## src/rtl/wshb_arb_pkg.sv

```systemverilog
// Shared types for the two-requester Wishbone arbiter: FSM states and the
// next-state rule used by the arbiter core.
package wshb_arb_pkg;

    localparam int NB_REQ = 2;

    typedef enum logic [1:0] {
        IDLE     = 2'd0,
        GNT_VGA  = 2'd1,
        GNT_MIRE = 2'd2
    } arb_state_t;

    // Current owner keeps the bus while it holds cyc; otherwise hand over,
    // breaking a tie in favour of whoever was not served last.
    function automatic arb_state_t arb_next(input arb_state_t state,
                                            input logic       cyc_vga,
                                            input logic       cyc_mire,
                                            input logic       last_served);
        arb_state_t nxt;
        nxt = IDLE;
        case (state)
            GNT_VGA:  nxt = cyc_vga  ? GNT_VGA  : (cyc_mire ? GNT_MIRE : IDLE);
            GNT_MIRE: nxt = cyc_mire ? GNT_MIRE : (cyc_vga  ? GNT_VGA  : IDLE);
            default: begin
                if (cyc_vga && cyc_mire)
                    nxt = last_served ? GNT_VGA : GNT_MIRE;
                else if (cyc_vga)
                    nxt = GNT_VGA;
                else if (cyc_mire)
                    nxt = GNT_MIRE;
                else
                    nxt = IDLE;
            end
        endcase
        return nxt;
    endfunction

    function automatic logic [NB_REQ-1:0] onehot_of(input arb_state_t state);
        case (state)
            GNT_VGA:  return 2'b01;
            GNT_MIRE: return 2'b10;
            default:  return 2'b00;
        endcase
    endfunction

endpackage

```

## src/rtl/wshb_if.sv

```systemverilog
// Wishbone B4 bus bundle, byte-parameterised, with master and slave views.
interface wshb_if #(parameter int DATA_BYTES = 4) ();
    logic                      cyc;
    logic                      stb;
    logic                      we;
    logic [31:0]               adr;
    logic [DATA_BYTES-1:0]     sel;
    logic [8*DATA_BYTES-1:0]   dat_ms;
    logic [8*DATA_BYTES-1:0]   dat_sm;
    logic                      ack;
    logic                      err;
    logic                      rty;
    logic [2:0]                cti;
    logic [1:0]                bte;

    modport master (output cyc, stb, we, adr, sel, dat_ms, cti, bte,
                    input  dat_sm, ack, err, rty);
    modport slave  (input  cyc, stb, we, adr, sel, dat_ms, cti, bte,
                    output dat_sm, ack, err, rty);
endinterface

```

## src/rtl/wshb_arbiter.sv

```systemverilog
// Round-robin, non-preemptive arbiter sharing one Wishbone master port between
// the VGA reader (requester 0) and the pattern writer (requester 1).
module wshb_arbiter
    import wshb_arb_pkg::*;
#(
    parameter int DATA_BYTES = 4,
    parameter int FIRST_GNT  = 0
) (
    input  logic              sys_clk,
    input  logic              sys_rst_n,
    wshb_if.slave             wshb_ifs_vga,
    wshb_if.slave             wshb_ifs_mire,
    wshb_if.master            wshb_ifm,
    output logic [NB_REQ-1:0] grant
);

    arb_state_t state;
    arb_state_t state_next;
    logic       last_served;

    assign state_next = arb_next(state, wshb_ifs_vga.cyc, wshb_ifs_mire.cyc, last_served);

    // Reset seeds last_served with the other index so the first tie goes to FIRST_GNT.
    always_ff @(posedge sys_clk or negedge sys_rst_n) begin
        if (!sys_rst_n) begin
            state       <= IDLE;
            grant       <= '0;
            last_served <= (FIRST_GNT == 0) ? 1'b1 : 1'b0;
        end else begin
            state <= state_next;
            grant <= onehot_of(state_next);
            if (state_next != IDLE && state_next != state)
                last_served <= (state_next == GNT_MIRE);
        end
    end

    always_comb begin
        wshb_ifm.cyc    = 1'b0;
        wshb_ifm.stb    = 1'b0;
        wshb_ifm.we     = 1'b0;
        wshb_ifm.adr    = 32'h0;
        wshb_ifm.sel    = {DATA_BYTES{1'b0}};
        wshb_ifm.dat_ms = {8*DATA_BYTES{1'b0}};
        wshb_ifm.cti    = 3'b000;
        wshb_ifm.bte    = 2'b00;

        wshb_ifs_vga.dat_sm  = wshb_ifm.dat_sm;
        wshb_ifs_vga.ack     = 1'b0;
        wshb_ifs_vga.err     = 1'b0;
        wshb_ifs_vga.rty     = 1'b0;
        wshb_ifs_mire.dat_sm = wshb_ifm.dat_sm;
        wshb_ifs_mire.ack    = 1'b0;
        wshb_ifs_mire.err    = 1'b0;
        wshb_ifs_mire.rty    = 1'b0;

        if (grant[0]) begin
            wshb_ifm.cyc     = wshb_ifs_vga.cyc;
            wshb_ifm.stb     = wshb_ifs_vga.stb;
            wshb_ifm.we      = wshb_ifs_vga.we;
            wshb_ifm.adr     = wshb_ifs_vga.adr;
            wshb_ifm.sel     = wshb_ifs_vga.sel;
            wshb_ifm.dat_ms  = wshb_ifs_vga.dat_ms;
            wshb_ifm.cti     = wshb_ifs_vga.cti;
            wshb_ifm.bte     = wshb_ifs_vga.bte;
            wshb_ifs_vga.ack = wshb_ifm.ack;
            wshb_ifs_vga.err = wshb_ifm.err;
            wshb_ifs_vga.rty = wshb_ifm.rty;
        end else if (grant[1]) begin
            wshb_ifm.cyc      = wshb_ifs_mire.cyc;
            wshb_ifm.stb      = wshb_ifs_mire.stb;
            wshb_ifm.we       = wshb_ifs_mire.we;
            wshb_ifm.adr      = wshb_ifs_mire.adr;
            wshb_ifm.sel      = wshb_ifs_mire.sel;
            wshb_ifm.dat_ms   = wshb_ifs_mire.dat_ms;
            wshb_ifm.cti      = wshb_ifs_mire.cti;
            wshb_ifm.bte      = wshb_ifs_mire.bte;
            wshb_ifs_mire.ack = wshb_ifm.ack;
            wshb_ifs_mire.err = wshb_ifm.err;
            wshb_ifs_mire.rty = wshb_ifm.rty;
        end
    end

endmodule

```

## src/flat_wrapper.sv

```systemverilog
// flat-port wrapper written by rule: the top's interface ports become plain ports
module wshb_arbiter_flat import wshb_arb_pkg::*;
#(
    parameter int DATA_BYTES = 4,
    parameter int FIRST_GNT  = 0
)
  (sys_clk, sys_rst_n, grant, wshb_ifs_vga_cyc, wshb_ifs_vga_stb, wshb_ifs_vga_we, wshb_ifs_vga_adr, wshb_ifs_vga_sel, wshb_ifs_vga_dat_ms, wshb_ifs_vga_cti, wshb_ifs_vga_bte, wshb_ifs_vga_dat_sm, wshb_ifs_vga_ack, wshb_ifs_vga_err, wshb_ifs_vga_rty, wshb_ifs_mire_cyc, wshb_ifs_mire_stb, wshb_ifs_mire_we, wshb_ifs_mire_adr, wshb_ifs_mire_sel, wshb_ifs_mire_dat_ms, wshb_ifs_mire_cti, wshb_ifs_mire_bte, wshb_ifs_mire_dat_sm, wshb_ifs_mire_ack, wshb_ifs_mire_err, wshb_ifs_mire_rty, wshb_ifm_cyc, wshb_ifm_stb, wshb_ifm_we, wshb_ifm_adr, wshb_ifm_sel, wshb_ifm_dat_ms, wshb_ifm_cti, wshb_ifm_bte, wshb_ifm_dat_sm, wshb_ifm_ack, wshb_ifm_err, wshb_ifm_rty);
  wshb_if #(.DATA_BYTES(DATA_BYTES)) wshb_ifs_vga_i ();
  wshb_if #(.DATA_BYTES(DATA_BYTES)) wshb_ifs_mire_i ();
  wshb_if #(.DATA_BYTES(DATA_BYTES)) wshb_ifm_i ();
  input  logic sys_clk;
  input  logic sys_rst_n;
  output logic [NB_REQ-1:0] grant;
  input wire logic [$bits(wshb_ifs_vga_i.cyc)-1:0] wshb_ifs_vga_cyc;
  input wire logic [$bits(wshb_ifs_vga_i.stb)-1:0] wshb_ifs_vga_stb;
  input wire logic [$bits(wshb_ifs_vga_i.we)-1:0] wshb_ifs_vga_we;
  input wire logic [$bits(wshb_ifs_vga_i.adr)-1:0] wshb_ifs_vga_adr;
  input wire logic [$bits(wshb_ifs_vga_i.sel)-1:0] wshb_ifs_vga_sel;
  input wire logic [$bits(wshb_ifs_vga_i.dat_ms)-1:0] wshb_ifs_vga_dat_ms;
  input wire logic [$bits(wshb_ifs_vga_i.cti)-1:0] wshb_ifs_vga_cti;
  input wire logic [$bits(wshb_ifs_vga_i.bte)-1:0] wshb_ifs_vga_bte;
  output wire logic [$bits(wshb_ifs_vga_i.dat_sm)-1:0] wshb_ifs_vga_dat_sm;
  output wire logic [$bits(wshb_ifs_vga_i.ack)-1:0] wshb_ifs_vga_ack;
  output wire logic [$bits(wshb_ifs_vga_i.err)-1:0] wshb_ifs_vga_err;
  output wire logic [$bits(wshb_ifs_vga_i.rty)-1:0] wshb_ifs_vga_rty;
  input wire logic [$bits(wshb_ifs_mire_i.cyc)-1:0] wshb_ifs_mire_cyc;
  input wire logic [$bits(wshb_ifs_mire_i.stb)-1:0] wshb_ifs_mire_stb;
  input wire logic [$bits(wshb_ifs_mire_i.we)-1:0] wshb_ifs_mire_we;
  input wire logic [$bits(wshb_ifs_mire_i.adr)-1:0] wshb_ifs_mire_adr;
  input wire logic [$bits(wshb_ifs_mire_i.sel)-1:0] wshb_ifs_mire_sel;
  input wire logic [$bits(wshb_ifs_mire_i.dat_ms)-1:0] wshb_ifs_mire_dat_ms;
  input wire logic [$bits(wshb_ifs_mire_i.cti)-1:0] wshb_ifs_mire_cti;
  input wire logic [$bits(wshb_ifs_mire_i.bte)-1:0] wshb_ifs_mire_bte;
  output wire logic [$bits(wshb_ifs_mire_i.dat_sm)-1:0] wshb_ifs_mire_dat_sm;
  output wire logic [$bits(wshb_ifs_mire_i.ack)-1:0] wshb_ifs_mire_ack;
  output wire logic [$bits(wshb_ifs_mire_i.err)-1:0] wshb_ifs_mire_err;
  output wire logic [$bits(wshb_ifs_mire_i.rty)-1:0] wshb_ifs_mire_rty;
  output wire logic [$bits(wshb_ifm_i.cyc)-1:0] wshb_ifm_cyc;
  output wire logic [$bits(wshb_ifm_i.stb)-1:0] wshb_ifm_stb;
  output wire logic [$bits(wshb_ifm_i.we)-1:0] wshb_ifm_we;
  output wire logic [$bits(wshb_ifm_i.adr)-1:0] wshb_ifm_adr;
  output wire logic [$bits(wshb_ifm_i.sel)-1:0] wshb_ifm_sel;
  output wire logic [$bits(wshb_ifm_i.dat_ms)-1:0] wshb_ifm_dat_ms;
  output wire logic [$bits(wshb_ifm_i.cti)-1:0] wshb_ifm_cti;
  output wire logic [$bits(wshb_ifm_i.bte)-1:0] wshb_ifm_bte;
  input wire logic [$bits(wshb_ifm_i.dat_sm)-1:0] wshb_ifm_dat_sm;
  input wire logic [$bits(wshb_ifm_i.ack)-1:0] wshb_ifm_ack;
  input wire logic [$bits(wshb_ifm_i.err)-1:0] wshb_ifm_err;
  input wire logic [$bits(wshb_ifm_i.rty)-1:0] wshb_ifm_rty;
  assign wshb_ifs_vga_i.cyc = wshb_ifs_vga_cyc;
  assign wshb_ifs_vga_i.stb = wshb_ifs_vga_stb;
  assign wshb_ifs_vga_i.we = wshb_ifs_vga_we;
  assign wshb_ifs_vga_i.adr = wshb_ifs_vga_adr;
  assign wshb_ifs_vga_i.sel = wshb_ifs_vga_sel;
  assign wshb_ifs_vga_i.dat_ms = wshb_ifs_vga_dat_ms;
  assign wshb_ifs_vga_i.cti = wshb_ifs_vga_cti;
  assign wshb_ifs_vga_i.bte = wshb_ifs_vga_bte;
  assign wshb_ifs_vga_dat_sm = wshb_ifs_vga_i.dat_sm;
  assign wshb_ifs_vga_ack = wshb_ifs_vga_i.ack;
  assign wshb_ifs_vga_err = wshb_ifs_vga_i.err;
  assign wshb_ifs_vga_rty = wshb_ifs_vga_i.rty;
  assign wshb_ifs_mire_i.cyc = wshb_ifs_mire_cyc;
  assign wshb_ifs_mire_i.stb = wshb_ifs_mire_stb;
  assign wshb_ifs_mire_i.we = wshb_ifs_mire_we;
  assign wshb_ifs_mire_i.adr = wshb_ifs_mire_adr;
  assign wshb_ifs_mire_i.sel = wshb_ifs_mire_sel;
  assign wshb_ifs_mire_i.dat_ms = wshb_ifs_mire_dat_ms;
  assign wshb_ifs_mire_i.cti = wshb_ifs_mire_cti;
  assign wshb_ifs_mire_i.bte = wshb_ifs_mire_bte;
  assign wshb_ifs_mire_dat_sm = wshb_ifs_mire_i.dat_sm;
  assign wshb_ifs_mire_ack = wshb_ifs_mire_i.ack;
  assign wshb_ifs_mire_err = wshb_ifs_mire_i.err;
  assign wshb_ifs_mire_rty = wshb_ifs_mire_i.rty;
  assign wshb_ifm_cyc = wshb_ifm_i.cyc;
  assign wshb_ifm_stb = wshb_ifm_i.stb;
  assign wshb_ifm_we = wshb_ifm_i.we;
  assign wshb_ifm_adr = wshb_ifm_i.adr;
  assign wshb_ifm_sel = wshb_ifm_i.sel;
  assign wshb_ifm_dat_ms = wshb_ifm_i.dat_ms;
  assign wshb_ifm_cti = wshb_ifm_i.cti;
  assign wshb_ifm_bte = wshb_ifm_i.bte;
  assign wshb_ifm_i.dat_sm = wshb_ifm_dat_sm;
  assign wshb_ifm_i.ack = wshb_ifm_ack;
  assign wshb_ifm_i.err = wshb_ifm_err;
  assign wshb_ifm_i.rty = wshb_ifm_rty;
  wshb_arbiter #(.DATA_BYTES(DATA_BYTES), .FIRST_GNT(FIRST_GNT)) u_core (.sys_clk(sys_clk), .sys_rst_n(sys_rst_n), .wshb_ifs_vga(wshb_ifs_vga_i), .wshb_ifs_mire(wshb_ifs_mire_i), .wshb_ifm(wshb_ifm_i), .grant(grant));
endmodule
```

## config.mk

```make
export PLATFORM = sky130hd
export DESIGN_NAME = wshb_arbiter_flat
export DESIGN_NICKNAME = d
export VERILOG_FILES = /design/src/rtl/wshb_arb_pkg.sv /design/src/rtl/wshb_if.sv /design/src/rtl/wshb_arbiter.sv /design/src/flat_wrapper.sv
export SDC_FILE = /design/constraint.sdc
export NUM_CORES = 1
export LEC_CHECK = 0
export BUFFER_PORTS_ARGS = -buffer_cell sky130_fd_sc_hd__clkbuf_2
export CAP_MARGIN = 20
export CORE_AREA = 8 8 124 126
export DETAILED_ROUTE_END_ITERATION = 10
export DIE_AREA = 0 0 132 134
export PLACE_DENSITY_LB_ADDON = 0.15
export SLEW_MARGIN = 25
export SYNTH_ARGS = -nofsm -noshare
export SYNTH_HDL_FRONTEND = slang
export SYNTH_SLANG_ARGS = --single-unit
```

## constraint.sdc

```tcl
create_clock -name sys_clk -period 2.04 [get_ports sys_clk]
set_clock_uncertainty 0.05 [all_clocks]
set_input_delay 0.408 -clock sys_clk [delete_from_list [all_inputs] [get_ports sys_clk]]
set_output_delay 0.408 -clock sys_clk [all_outputs]
set_load 0.01 [all_outputs]
```

==> flow_metrics.tcl <==
set metrics [dict create \
    cts_buffers 3 \
    start_kind "register" \
    die_x_um 132 \
    syn_to_final_growth_pct 65.00 \
    power_per_cell_area_nw_per_um2 1237 \
    ctsResizeCount 0 \
    place_hpwl_mm 7.447 \
    clockRootBuffer "clkbuf_16" \
    final.setup.tns_ns 0 \
    end_kind "output pin" \
    synth_top_family_by_area "compound AO/OA/AOI/OAI gates" \
    drt-vias-per-instance 3.796 \
    ys_warn_count 0 \
    synth_area_leader_cell "a22o_1" \
    hold_ws_ns 0.4385 \
    io_pins 337 \
    routedWlPerCell_um 16.19 \
    synth_top_area_share_pct 41.67 \
    crit_required_ns 1.58 \
    drive_gt1_share_pct 70.47 \
    ys_seq_area_share_pct 8.126 \
    grt_pass1_wl_mm 12.53 \
    track_usage_pct 8.670 \
    path_clk_slew_ns 0.03 \
    cp_max_fo 25 \
    synth_area_leaders "a22o_1 (42%), buf_4 (31%), dfrtp_1 (6.4%)" \
    drt_iter0_markers 70 \
    route.detailed.drc 0 \
    avgSynthCellArea_um2 8.058 \
    cts_tree "done" \
    yosys.area_share.simple_pct 5.953 \
    grt_max_degree 83 \
    synth_compound_gate_area_share_pct 45.94 \
    core_region_area_um2 13500 \
    place.gp.congestion 0.7459 \
    die_y_um 134 \
    finalWirelength_mm 8.726 \
    netlist_instances 193 \
    hold_class "in2reg" \
    placed_cells 534 \
    ys_seq_elements 5 \
    vias 2046 \
    antenna_found_initial 0 \
    maxSlewViolCount 0 \
    period_share_pct 92.64 \
    die_area_um2 17690 \
    clock-sinks 5 \
    num_rows 43 \
    finalNonFillerCells 539 \
    hold_violations 0 \
    max-clock-path-buffers 2 \
    critical_path_class "reg2out" \
    synth_cell_types 22 \
    slew-limit-headroom_pct 75.76 \
    grt_pass1_vias 2192 \
    numPortBuffers 240 \
    diodes 0 \
    ant_nets 0 \
    synth_mux_area_share_pct 1.609 \
    cts_setup_buffers 0 \
    rsz0062_at_grt "false" \
    syn_area_um2 1555 \
    power_mw 3.173 \
    dr.pass1.iters 4 \
    nNetsFinal 551 \
    syn_nets 384 \
    clk_latency_ns 0.23 \
    ir_drop_v 0.0005047 \
    crit_arrival_ns 1.43 \
    yosys.area_share.adder_pct 1.609 \
    status "finished clean" \
    p_leak_nw 1.524 \
    final_util_pct 19.00 \
    grt_remaining_overflow 0 \
    max-cap-violations 0 \
    h-tree-depth 1 \
    worst_pin_slew_ns 0.3637 \
    finalSetupViolCount 0 \
    finalCriticalPeriod_ns 1.890 \
    synth-xor-area-share_pct 0 \
    reg2reg_setup_slack_ns 0.18 \
    initial_core_util_pct 11.52 \
    clock.fmax_mhz 529.1 \
]
==> per-layer routing <==
layer | up-vias | global-route usage, % | wire length, µm | share of wire (%)
li1 | 992 | - | - | -
met2 | 119 | 15.91 | 4610 | 53
met5 | - | 0 | 0 | 0
met1 | 906 | 8.411 | 2939 | 34
met4 | 0 | 3.574 | 265 | 3.0
met3 | 29 | 3.665 | 910 | 10
==> synthesized netlist by cell type (all sizes together) <==
master and instances:
nor2 1, o21ai 2, mux2i 1, and2 7
buf 74, mux2 1, o31ai 1, dfrtp 4
inv 3, a22o 74, clkbuf 8, dfstp 1
ha 2, o221ai 1, nand3 1, a21oi 1
o311a 1, a21o 1, nor2b 2, nand2 7
==> worst max-delay path: stages, from the launching register on <==
cell      delay [ns]
dfrtp_1         0.39
nor2b_4         0.19
buf_4           0.29
a22o_1          0.19
clkbuf_2        0.13
==> placed cells by master, fill, tap and decap left out <==
master	n
o311a_4	1
a21o_1	1
nand2_1	7
nor2b_4	1
nor2b_1	1
clkbuf_16	3
dlygate4sd3_1	1
dfrtp_2	1
o21ai_0	2
a22o_1	74
dfrtp_1	3
clkbuf_2	240
clkbuf_1	1
a21oi_1	1
mux2_4	1
buf_12	2
o31ai_1	1
buf_4	1
and2_1	6
mux2i_1	1
nor2_1	1
inv_1	3
nand3_1	1
o221ai_2	1
dfstp_2	1
ha_1	2
and2_2	1
==> stage by stage <==
stage / area, µm² / setup WS (ns)
6_report: 2566 / 0.1501
2_1_floorplan: 1555 / 0.2612
5_1_grt: 2566 / 0.03674
3_5_place_dp: 2477 / 0.1920
3_3_place_gp: 2477 / 0.2630
4_1_cts: 2566 / 0.1159
==> sequential cells by signal, indices dropped and copies added, names as in the netlist <==
register	count
u_core.grant	2
u_core.state	2
u_core.last_served	1
==> what timing repair did <==
item                                    CTS  global route
endpoints found under the setup margin    0             0
endpoints found under the hold margin     4             0
hold buffers                              1             0
==> cells by family (layout without fill, tap and decap cells) <==
family,after synthesis,in the layout
flops,5,5
mux,2,2
buf+inv,85,251
simple gates,18,18
compound gates,81,81
fa+ha+maj,2,2
==> path summary, 6_finish.rpt <==
path	from	endpoint	cells after the start
max	u_core.grant[1]	wshb_ifm_adr[25]	4
max reg2reg	u_core.state[0]	u_core.last_served	7
min	wshb_ifs_mire_cyc	u_core.state[1]	2
min reg2reg	u_core.state[1]	u_core.last_served	1
min in group asynchronous	sys_rst_n	u_core.state[0]	2
max in group asynchronous	sys_rst_n	u_core.last_served	2
==> where the power goes <==
group | total (mW) | switching, mW | internal (mW)
registers | 0.219 | 0.0599 | 0.159
clock network | 0.318 | 0.0595 | 0.258
logic | 2.64 | 1.42 | 1.22
==> cell type report <==
type,count,area (µm²)
sequential,5,127.6
fill,1553,10940
tap,180,225.2
inverter,3,11.26
multi-input combinational,103,864.6
clock buffer,4,78.83
timing repair buffer,244,1259
(Power assumes the default switching activity.)
